### src/rtl/rf_pkg.sv
// rf_pkg: shared widths, sentinels and dependency-table types for the
// rename register file and its checkpoint store.
//   REG_WIDTH / EX_REG_WIDTH : architectural index width, +1 for NON_REG
//   ROB_WIDTH / EX_ROB_WIDTH : RoB tag width, +1 for NON_DEP
//   dep_t / dep_tab_t        : one dependency entry / whole table (packed)
//   clear_tag()              : retire one RoB tag from a whole table
package rf_pkg;
    localparam int REG_WIDTH    = 5;
    localparam int EX_REG_WIDTH = REG_WIDTH + 1;
    localparam int NUM_REGS     = 1 << REG_WIDTH;
    localparam int ROB_WIDTH    = 8;
    localparam int EX_ROB_WIDTH = ROB_WIDTH + 1;

    localparam logic [EX_REG_WIDTH-1:0] NON_REG = EX_REG_WIDTH'(1 << REG_WIDTH);
    localparam logic [EX_ROB_WIDTH-1:0] NON_DEP = EX_ROB_WIDTH'(1 << ROB_WIDTH);

    typedef logic [EX_ROB_WIDTH-1:0] dep_t;
    typedef dep_t [NUM_REGS-1:0]     dep_tab_t;

    localparam dep_tab_t DEP_CLEAR = {NUM_REGS{NON_DEP}};

    // Any entry still waiting on the committing tag becomes ready.
    function automatic dep_tab_t clear_tag(dep_tab_t tab, logic en, dep_t tag);
        dep_tab_t r = tab;
        for (int i = 0; i < NUM_REGS; i++)
            if (en && r[i] == tag) r[i] = NON_DEP;
        return r;
    endfunction
endpackage

### src/rtl/rf_ckpt_store.sv
// rf_ckpt_store: per-branch snapshots of the dependency table.
// Ports:
//   clk, rst (sync, active low), rdy (low holds state)
//   flush              : drop every checkpoint
//   alloc, alloc_tab   : write snapshot at tail, tail++
//   free               : release oldest checkpoint, head++ (ignored when empty)
//   clr_en, clr_tag    : commit tag cleared in every stored snapshot
//   rec_en, rec_id     : recover; tail moves to rec_id+1
//   rec_hit            : rec_id lies in [head, tail)
//   rec_tab            : snapshot rec_id with the same-cycle commit clear
//   ckpt_id, full      : tail slot, no free slot
module rf_ckpt_store
    import rf_pkg::*;
#(
    parameter int CKPT_WIDTH = 2
) (
    input  logic                  clk,
    input  logic                  rst,
    input  logic                  rdy,
    input  logic                  flush,
    input  logic                  alloc,
    input  dep_tab_t              alloc_tab,
    input  logic                  free,
    input  logic                  clr_en,
    input  dep_t                  clr_tag,
    input  logic                  rec_en,
    input  logic [CKPT_WIDTH-1:0] rec_id,
    output logic                  rec_hit,
    output dep_tab_t              rec_tab,
    output logic [CKPT_WIDTH-1:0] ckpt_id,
    output logic                  full
);
    localparam int CKPT_DEPTH = 1 << CKPT_WIDTH;

    dep_tab_t              snap [CKPT_DEPTH];
    // Pointers carry a wrap bit so count = tail - head spans 0..CKPT_DEPTH.
    logic [CKPT_WIDTH:0]   head, tail, count, rec_off;
    logic                  alloc_ok;

    assign count    = tail - head;
    assign full     = count[CKPT_WIDTH];
    assign ckpt_id  = tail[CKPT_WIDTH-1:0];
    assign rec_off  = {1'b0, rec_id - head[CKPT_WIDTH-1:0]};
    assign rec_hit  = rec_off < count;
    assign rec_tab  = clear_tag(snap[rec_id], clr_en, clr_tag);
    assign alloc_ok = alloc && !full && !flush && !rec_en;

    always_ff @(posedge clk) begin
        if (!rst) begin
            head <= '0;
            tail <= '0;
        end else if (rdy) begin
            if (flush) begin
                head <= '0;
                tail <= '0;
            end else begin
                if (free && count != '0) head <= head + 1'b1;
                if (rec_en)        tail <= head + rec_off + 1'b1;
                else if (alloc_ok) tail <= tail + 1'b1;
            end
        end
    end

    // Slots outside [head, tail) are never read back, so the commit clear
    // is applied to every slot rather than tracking per-slot validity.
    always_ff @(posedge clk) begin
        if (rst && rdy) begin
            for (int i = 0; i < CKPT_DEPTH; i++) begin
                if (alloc_ok && tail[CKPT_WIDTH-1:0] == CKPT_WIDTH'(i))
                    snap[i] <= alloc_tab;
                else if (clr_en)
                    snap[i] <= clear_tag(snap[i], clr_en, clr_tag);
            end
        end
    end
endmodule

### src/rtl/rename_register_file.sv
// rename_register_file: architectural register file with rename tracking
// and optional branch checkpoints (build with RF_CKPT_EN to enable them;
// without it, BURF_recover acts as a full flush).
// Ports:
//   Sys_clk, Sys_rst (sync, active low), Sys_rdy (low holds all state)
//   DPRF_*   : dispatch (rs1/rs2/rd lookup + rename, checkpoint request)
//   RFDP_*   : operand tags/values, next checkpoint id, checkpoint full
//   RoBRF_*  : commit (rd, tag, value), checkpoint free, flush
//   BURF_*   : early mispredict recover to a checkpoint id
module rename_register_file
    import rf_pkg::*;
#(
    parameter int XLEN       = 32,
    parameter int CKPT_WIDTH = 2
) (
    input  logic                    Sys_clk,
    input  logic                    Sys_rst,
    input  logic                    Sys_rdy,
    input  logic                    DPRF_en,
    input  logic [EX_REG_WIDTH-1:0] DPRF_rs1,
    input  logic [EX_REG_WIDTH-1:0] DPRF_rs2,
    input  logic [EX_REG_WIDTH-1:0] DPRF_rd,
    input  logic [ROB_WIDTH-1:0]    DPRF_RoB_index,
    input  logic                    DPRF_ckpt_req,
    output logic [EX_ROB_WIDTH-1:0] RFDP_Qj,
    output logic [EX_ROB_WIDTH-1:0] RFDP_Qk,
    output logic [XLEN-1:0]         RFDP_Vj,
    output logic [XLEN-1:0]         RFDP_Vk,
    output logic [CKPT_WIDTH-1:0]   RFDP_ckpt_id,
    output logic                    RFDP_ckpt_full,
    input  logic                    RoBRF_en,
    input  logic [ROB_WIDTH-1:0]    RoBRF_RoB_index,
    input  logic [EX_REG_WIDTH-1:0] RoBRF_rd,
    input  logic [XLEN-1:0]         RoBRF_value,
    input  logic                    RoBRF_ckpt_free,
    input  logic                    RoBRF_flush,
    input  logic                    BURF_recover,
    input  logic [CKPT_WIDTH-1:0]   BURF_ckpt_id
);
    dep_tab_t               dep, dep_next, rec_tab;
    logic [XLEN-1:0]        regs [NUM_REGS];
    logic                   flush_eff, rec_ok, disp_ok, commit_wr, rename;
    logic [REG_WIDTH-1:0]   crd, drd, idx1, idx2;
    dep_t                   ctag, dtag;

    assign crd  = RoBRF_rd[REG_WIDTH-1:0];
    assign drd  = DPRF_rd[REG_WIDTH-1:0];
    assign ctag = {1'b0, RoBRF_RoB_index};
    assign dtag = {1'b0, DPRF_RoB_index};
    assign idx1 = DPRF_rs1[REG_WIDTH-1:0];
    assign idx2 = DPRF_rs2[REG_WIDTH-1:0];

    assign commit_wr = RoBRF_en && RoBRF_rd != NON_REG && RoBRF_rd != '0;

`ifdef RF_CKPT_EN
    logic rec_hit;

    assign flush_eff = RoBRF_flush;
    assign rec_ok    = BURF_recover && !RoBRF_flush && rec_hit;

    rf_ckpt_store #(.CKPT_WIDTH(CKPT_WIDTH)) u_ckpt (
        .clk       (Sys_clk),
        .rst       (Sys_rst),
        .rdy       (Sys_rdy),
        .flush     (flush_eff),
        .alloc     (disp_ok && DPRF_ckpt_req),
        .alloc_tab (dep_next),
        .free      (RoBRF_ckpt_free),
        .clr_en    (commit_wr),
        .clr_tag   (ctag),
        .rec_en    (rec_ok),
        .rec_id    (BURF_ckpt_id),
        .rec_hit   (rec_hit),
        .rec_tab   (rec_tab),
        .ckpt_id   (RFDP_ckpt_id),
        .full      (RFDP_ckpt_full)
    );
`else
    logic unused_ckpt;

    assign unused_ckpt    = ^{BURF_ckpt_id, RoBRF_ckpt_free};
    assign flush_eff      = RoBRF_flush || BURF_recover;
    assign rec_ok         = 1'b0;
    assign rec_tab        = DEP_CLEAR;
    assign RFDP_ckpt_id   = '0;
    assign RFDP_ckpt_full = 1'b0;
`endif

    // A checkpoint request while full drops the whole dispatch.
    assign disp_ok = DPRF_en && !flush_eff && !rec_ok &&
                     !(DPRF_ckpt_req && RFDP_ckpt_full);
    assign rename  = disp_ok && DPRF_rd != NON_REG && DPRF_rd != '0;

    // Rename is applied after the commit clear so it wins on the same rd.
    always_comb begin
        dep_next = dep;
        if (commit_wr && dep[crd] == ctag) dep_next[crd] = NON_DEP;
        if (rename) dep_next[drd] = dtag;
    end

    always_ff @(posedge Sys_clk) begin
        if (!Sys_rst) begin
            dep <= DEP_CLEAR;
            for (int i = 0; i < NUM_REGS; i++) regs[i] <= '0;
        end else if (Sys_rdy) begin
            if (commit_wr) regs[crd] <= RoBRF_value;
            if (flush_eff)   dep <= DEP_CLEAR;
            else if (rec_ok) dep <= rec_tab;
            else             dep <= dep_next;
        end
    end

    // Operand lookup, with bypass of the value committing this cycle.
    always_comb begin
        RFDP_Qj = dep[idx1];
        RFDP_Vj = (dep[idx1] == NON_DEP) ? regs[idx1] : '0;
        if (DPRF_rs1 == NON_REG) begin
            RFDP_Qj = NON_DEP;
            RFDP_Vj = '0;
        end else if (RoBRF_en && dep[idx1] == ctag) begin
            RFDP_Qj = NON_DEP;
            RFDP_Vj = RoBRF_value;
        end
        RFDP_Qk = dep[idx2];
        RFDP_Vk = (dep[idx2] == NON_DEP) ? regs[idx2] : '0;
        if (DPRF_rs2 == NON_REG) begin
            RFDP_Qk = NON_DEP;
            RFDP_Vk = '0;
        end else if (RoBRF_en && dep[idx2] == ctag) begin
            RFDP_Qk = NON_DEP;
            RFDP_Vk = RoBRF_value;
        end
    end
endmodule

### config.mk
export PLATFORM = sky130hd
export DESIGN_NAME = rename_register_file
export DESIGN_NICKNAME = d
export VERILOG_FILES = /design/src/rtl/rf_pkg.sv /design/src/rtl/rf_ckpt_store.sv /design/src/rtl/rename_register_file.sv
export SDC_FILE = /design/constraint.sdc
export NUM_CORES = 2
export LEC_CHECK = 0
export ABC_CLOCK_PERIOD_IN_PS = 9400
export BUFFER_PORTS_ARGS = -buffer_cell sky130_fd_sc_hd__buf_4
export CAP_MARGIN = 20
export CORE_MARGIN = 4
export CORE_UTILIZATION = 60
export DETAILED_ROUTE_END_ITERATION = 8
export PLACE_DENSITY_LB_ADDON = 0.25
export SKIP_CTS_REPAIR_TIMING = 1
export SLEW_MARGIN = 20
export SYNTH_ARGS = -nofsm -noshare
export SYNTH_HDL_FRONTEND = slang
export SYNTH_SLANG_ARGS = --single-unit
### constraint.sdc
create_clock -name Sys_clk -period 9.4 [get_ports Sys_clk]
set_input_delay 2.82 -clock Sys_clk [delete_from_list [all_inputs] [get_ports Sys_clk]]
set_output_delay 2.82 -clock Sys_clk [all_outputs]
set_load 0.02 [all_outputs]
==> flow_metrics.env <==
export IMPL_antenna_found_initial=24
export IMPL_ant_nets=0
export IMPL_drc=0
export IMPL_multiInputGateArea_sq_um=36200
export IMPL_max_cap_viol_count=0
export IMPL_skew_ns=0.0360
export IMPL_worst_slew_pin_slew_ns=1.20
export IMPL_drv_slew=0
export IMPL_numCtsBuffers=142
export IMPL_fin_total_pwr_uw=14100
export IMPL_grt_pass1_wl_mm=399
export IMPL_ys_types=83
export IMPL_wl_per_cell_um=38.5
export IMPL_firstDrtPassIters=6
export IMPL_post_synth_top_count_cell="edfxtp_1"
export IMPL_synth_top_area_share=0.412
export IMPL_ys_flop_type="edfxtp_1"
export IMPL_fillCellCount=8592
export IMPL_cts_sinks=1312
export IMPL_ys_seq_area_frac=0.490
export IMPL_p_leak_uw=0.0285
export IMPL_required_ns=6.58
export IMPL_clock_path_buffers=3
export IMPL_synthArstFlopShare=0
export IMPL_cp_data_arrival_time_ns=6.48
export IMPL_slew_limit_headroom=0.194
export IMPL_grt_use_total=0.433
export IMPL_cp_max_fo=21
export IMPL_synthCells=5620
export IMPL_seq_area_sq_um=36500
export IMPL_grt_pass1_vias=53806
export IMPL_vias_per_cell=7.50
export IMPL_holdWs_ns=0.480
export IMPL_gp_congestion=0.991
export IMPL_power_density_nw_per_um2=171
export IMPL_rows=129
export IMPL_ys_ff_latch=1312
export IMPL_die_width_um=360
export IMPL_routed_wl_mm=283
export IMPL_final_util=0.670
export IMPL_finalCriticalPeriod_ns=9.30
export IMPL_final_cells=7350
export IMPL_port_buffers=158
export IMPL_drive_above_1_share=0.263
export IMPL_syn_avg_cell_area_sq_um=13.3
export IMPL_rsz0062_at_grt="false"
export IMPL_hpwl_mm=174
export IMPL_initial_core_util=0.604
export IMPL_worstSetupStartpointType="input port"
export IMPL_die_height_um=360
export IMPL_clkLatencyLatePin_ns=0.80
export IMPL_holdCritPathClass="flop to flop"
export IMPL_overflow=0
export IMPL_cts_tree="built"
export IMPL_end_kind="output port"
export IMPL_grt_start_max_net_pins=159
export IMPL_setup_viol=0
export IMPL_vias=55154
export IMPL_yosys_warnings=0
export IMPL_dieArea_sq_um=130000
export IMPL_reg2reg_depth=8
export IMPL_path_clk_slew_ns=0.06
export IMPL_synth_edf_count=1024
export IMPL_run_status="complete, no violations"
export IMPL_placed_cells=7075
export IMPL_nets=5665
export IMPL_fin_tns_setup_ns=0
export IMPL_final_period_utilization=0.989
export IMPL_cts_root_buffer="clkbuf_16"
export IMPL_worstSetupPathType="input port to output port"
export IMPL_yosysTopAreaCell="edfxtp_1"
export IMPL_max_freq_ghz=0.108
export IMPL_whs_path_depth=2
export IMPL_area_delta_synth_final_pct=10.9
export IMPL_ioPinCount=168
export IMPL_synth_area_leaders="edfxtp_1 (41%), mux4_2 (22%), and2_1 (8.5%), dfxtp_1 (7.7%), mux2i_1 (3.9%)"
export IMPL_peakVddDrop_mv=0.197
export IMPL_hold_viol=0
export IMPL_core_sq_um=123000
export IMPL_netlist_area_sq_um=74500
export IMPL_synthTopCellsByCount="edfxtp_1 (1024), and2_1 (1009), mux4_2 (740)"
export IMPL_htree_num_levels=4
export IMPL_drt_iter0_drc=10521
[logic make-up after synthesis]
logic type      Yosys count  synth area share
other cells               1         0.0000503
mux                    1048             0.265
compound gates          673            0.0580
buf+inv                 615            0.0354
xor+xnor                 15           0.00176
simple gates           1956             0.150
flops                  1312             0.490
[path summary, 6_finish.rpt]
kind | start | endpoint | slack [ns]
max | DPRF_rs2[2] | RFDP_Vk[31] | 0.10
min | dep[47] | dep[47] | 0.48
max reg2reg | dep[76] | dep[27] | 5.19
min reg2reg | dep[47] | dep[47] | 0.48
[power by group]
| part | internal [uW] | leakage, uW | switching [uW] |
|---|---|---|---|
| logic | 735 | 0.0141 | 1100 |
| clock network | 3250 | 0.00227 | 2430 |
| registers | 6490 | 0.0121 | 126 |
| total | 10500 | 0.0285 | 3650 |
[critical path, cell delays in order]
cell       delay, ns
buf_6           0.27
buf_4           0.50
mux4_2          0.56
mux2i_1         0.14
mux2i_1         0.30
a21oi_1         0.34
nor4b_1         0.28
nand4_1         0.22
buf_4           0.30
o2bb2ai_1       0.45
buf_4           0.24
[layout by cell type (no fill, tap or decap), types with 71 or more instances in the layout]
cell | Yosys | final
buf_4 | 23 | 362
and2_1 | 1009 | 1005
clkbuf_16 | 0 | 149
nand2_1 | 402 | 402
o21ai_1 | 72 | 71
mux2i_1 | 291 | 291
o21ai_0 | 241 | 210
edfxtp_1 | 1024 | 1024
mux4_2 | 740 | 740
nand3_1 | 248 | 247
dfxtp_1 | 288 | 288
[cell type report]
type | count | area share
flip-flops and latches | 1312 | 0.442
multi-input cells | 3727 | 0.438
well taps | 1637 | 0.0248
clock buffers | 194 | 0.0481
repair buffers | 387 | 0.0384
inverters | 12 | 0.000726
diodes | 15 | 0.000454
clock inverters | 66 | 0.00808
[flip-flops by register name, summed over array words and instances, names as in the netlist]
signal  flops
regs     1024
dep       288
[stage by stage]
step	instance area, sq um	worst slack, ns
after floorplan	74700	0.952
after global placement	78000	0.228
after detailed placement	78000	0.203
after CTS	82600	0.179
after global routing	82700	0.0571
final	82700	0.101
[layer usage]
metal / up-vias / track usage / share of wire
li1: 21589 / - / -
met1: 27492 / 0.564 / 0.33
met2: 4951 / 0.645 / 0.45
met3: 1118 / 0.128 / 0.14
met4: 4 / 0.272 / 0.075
met5: - / 0 / 0.000071
(Power assumes the default switching activity.)
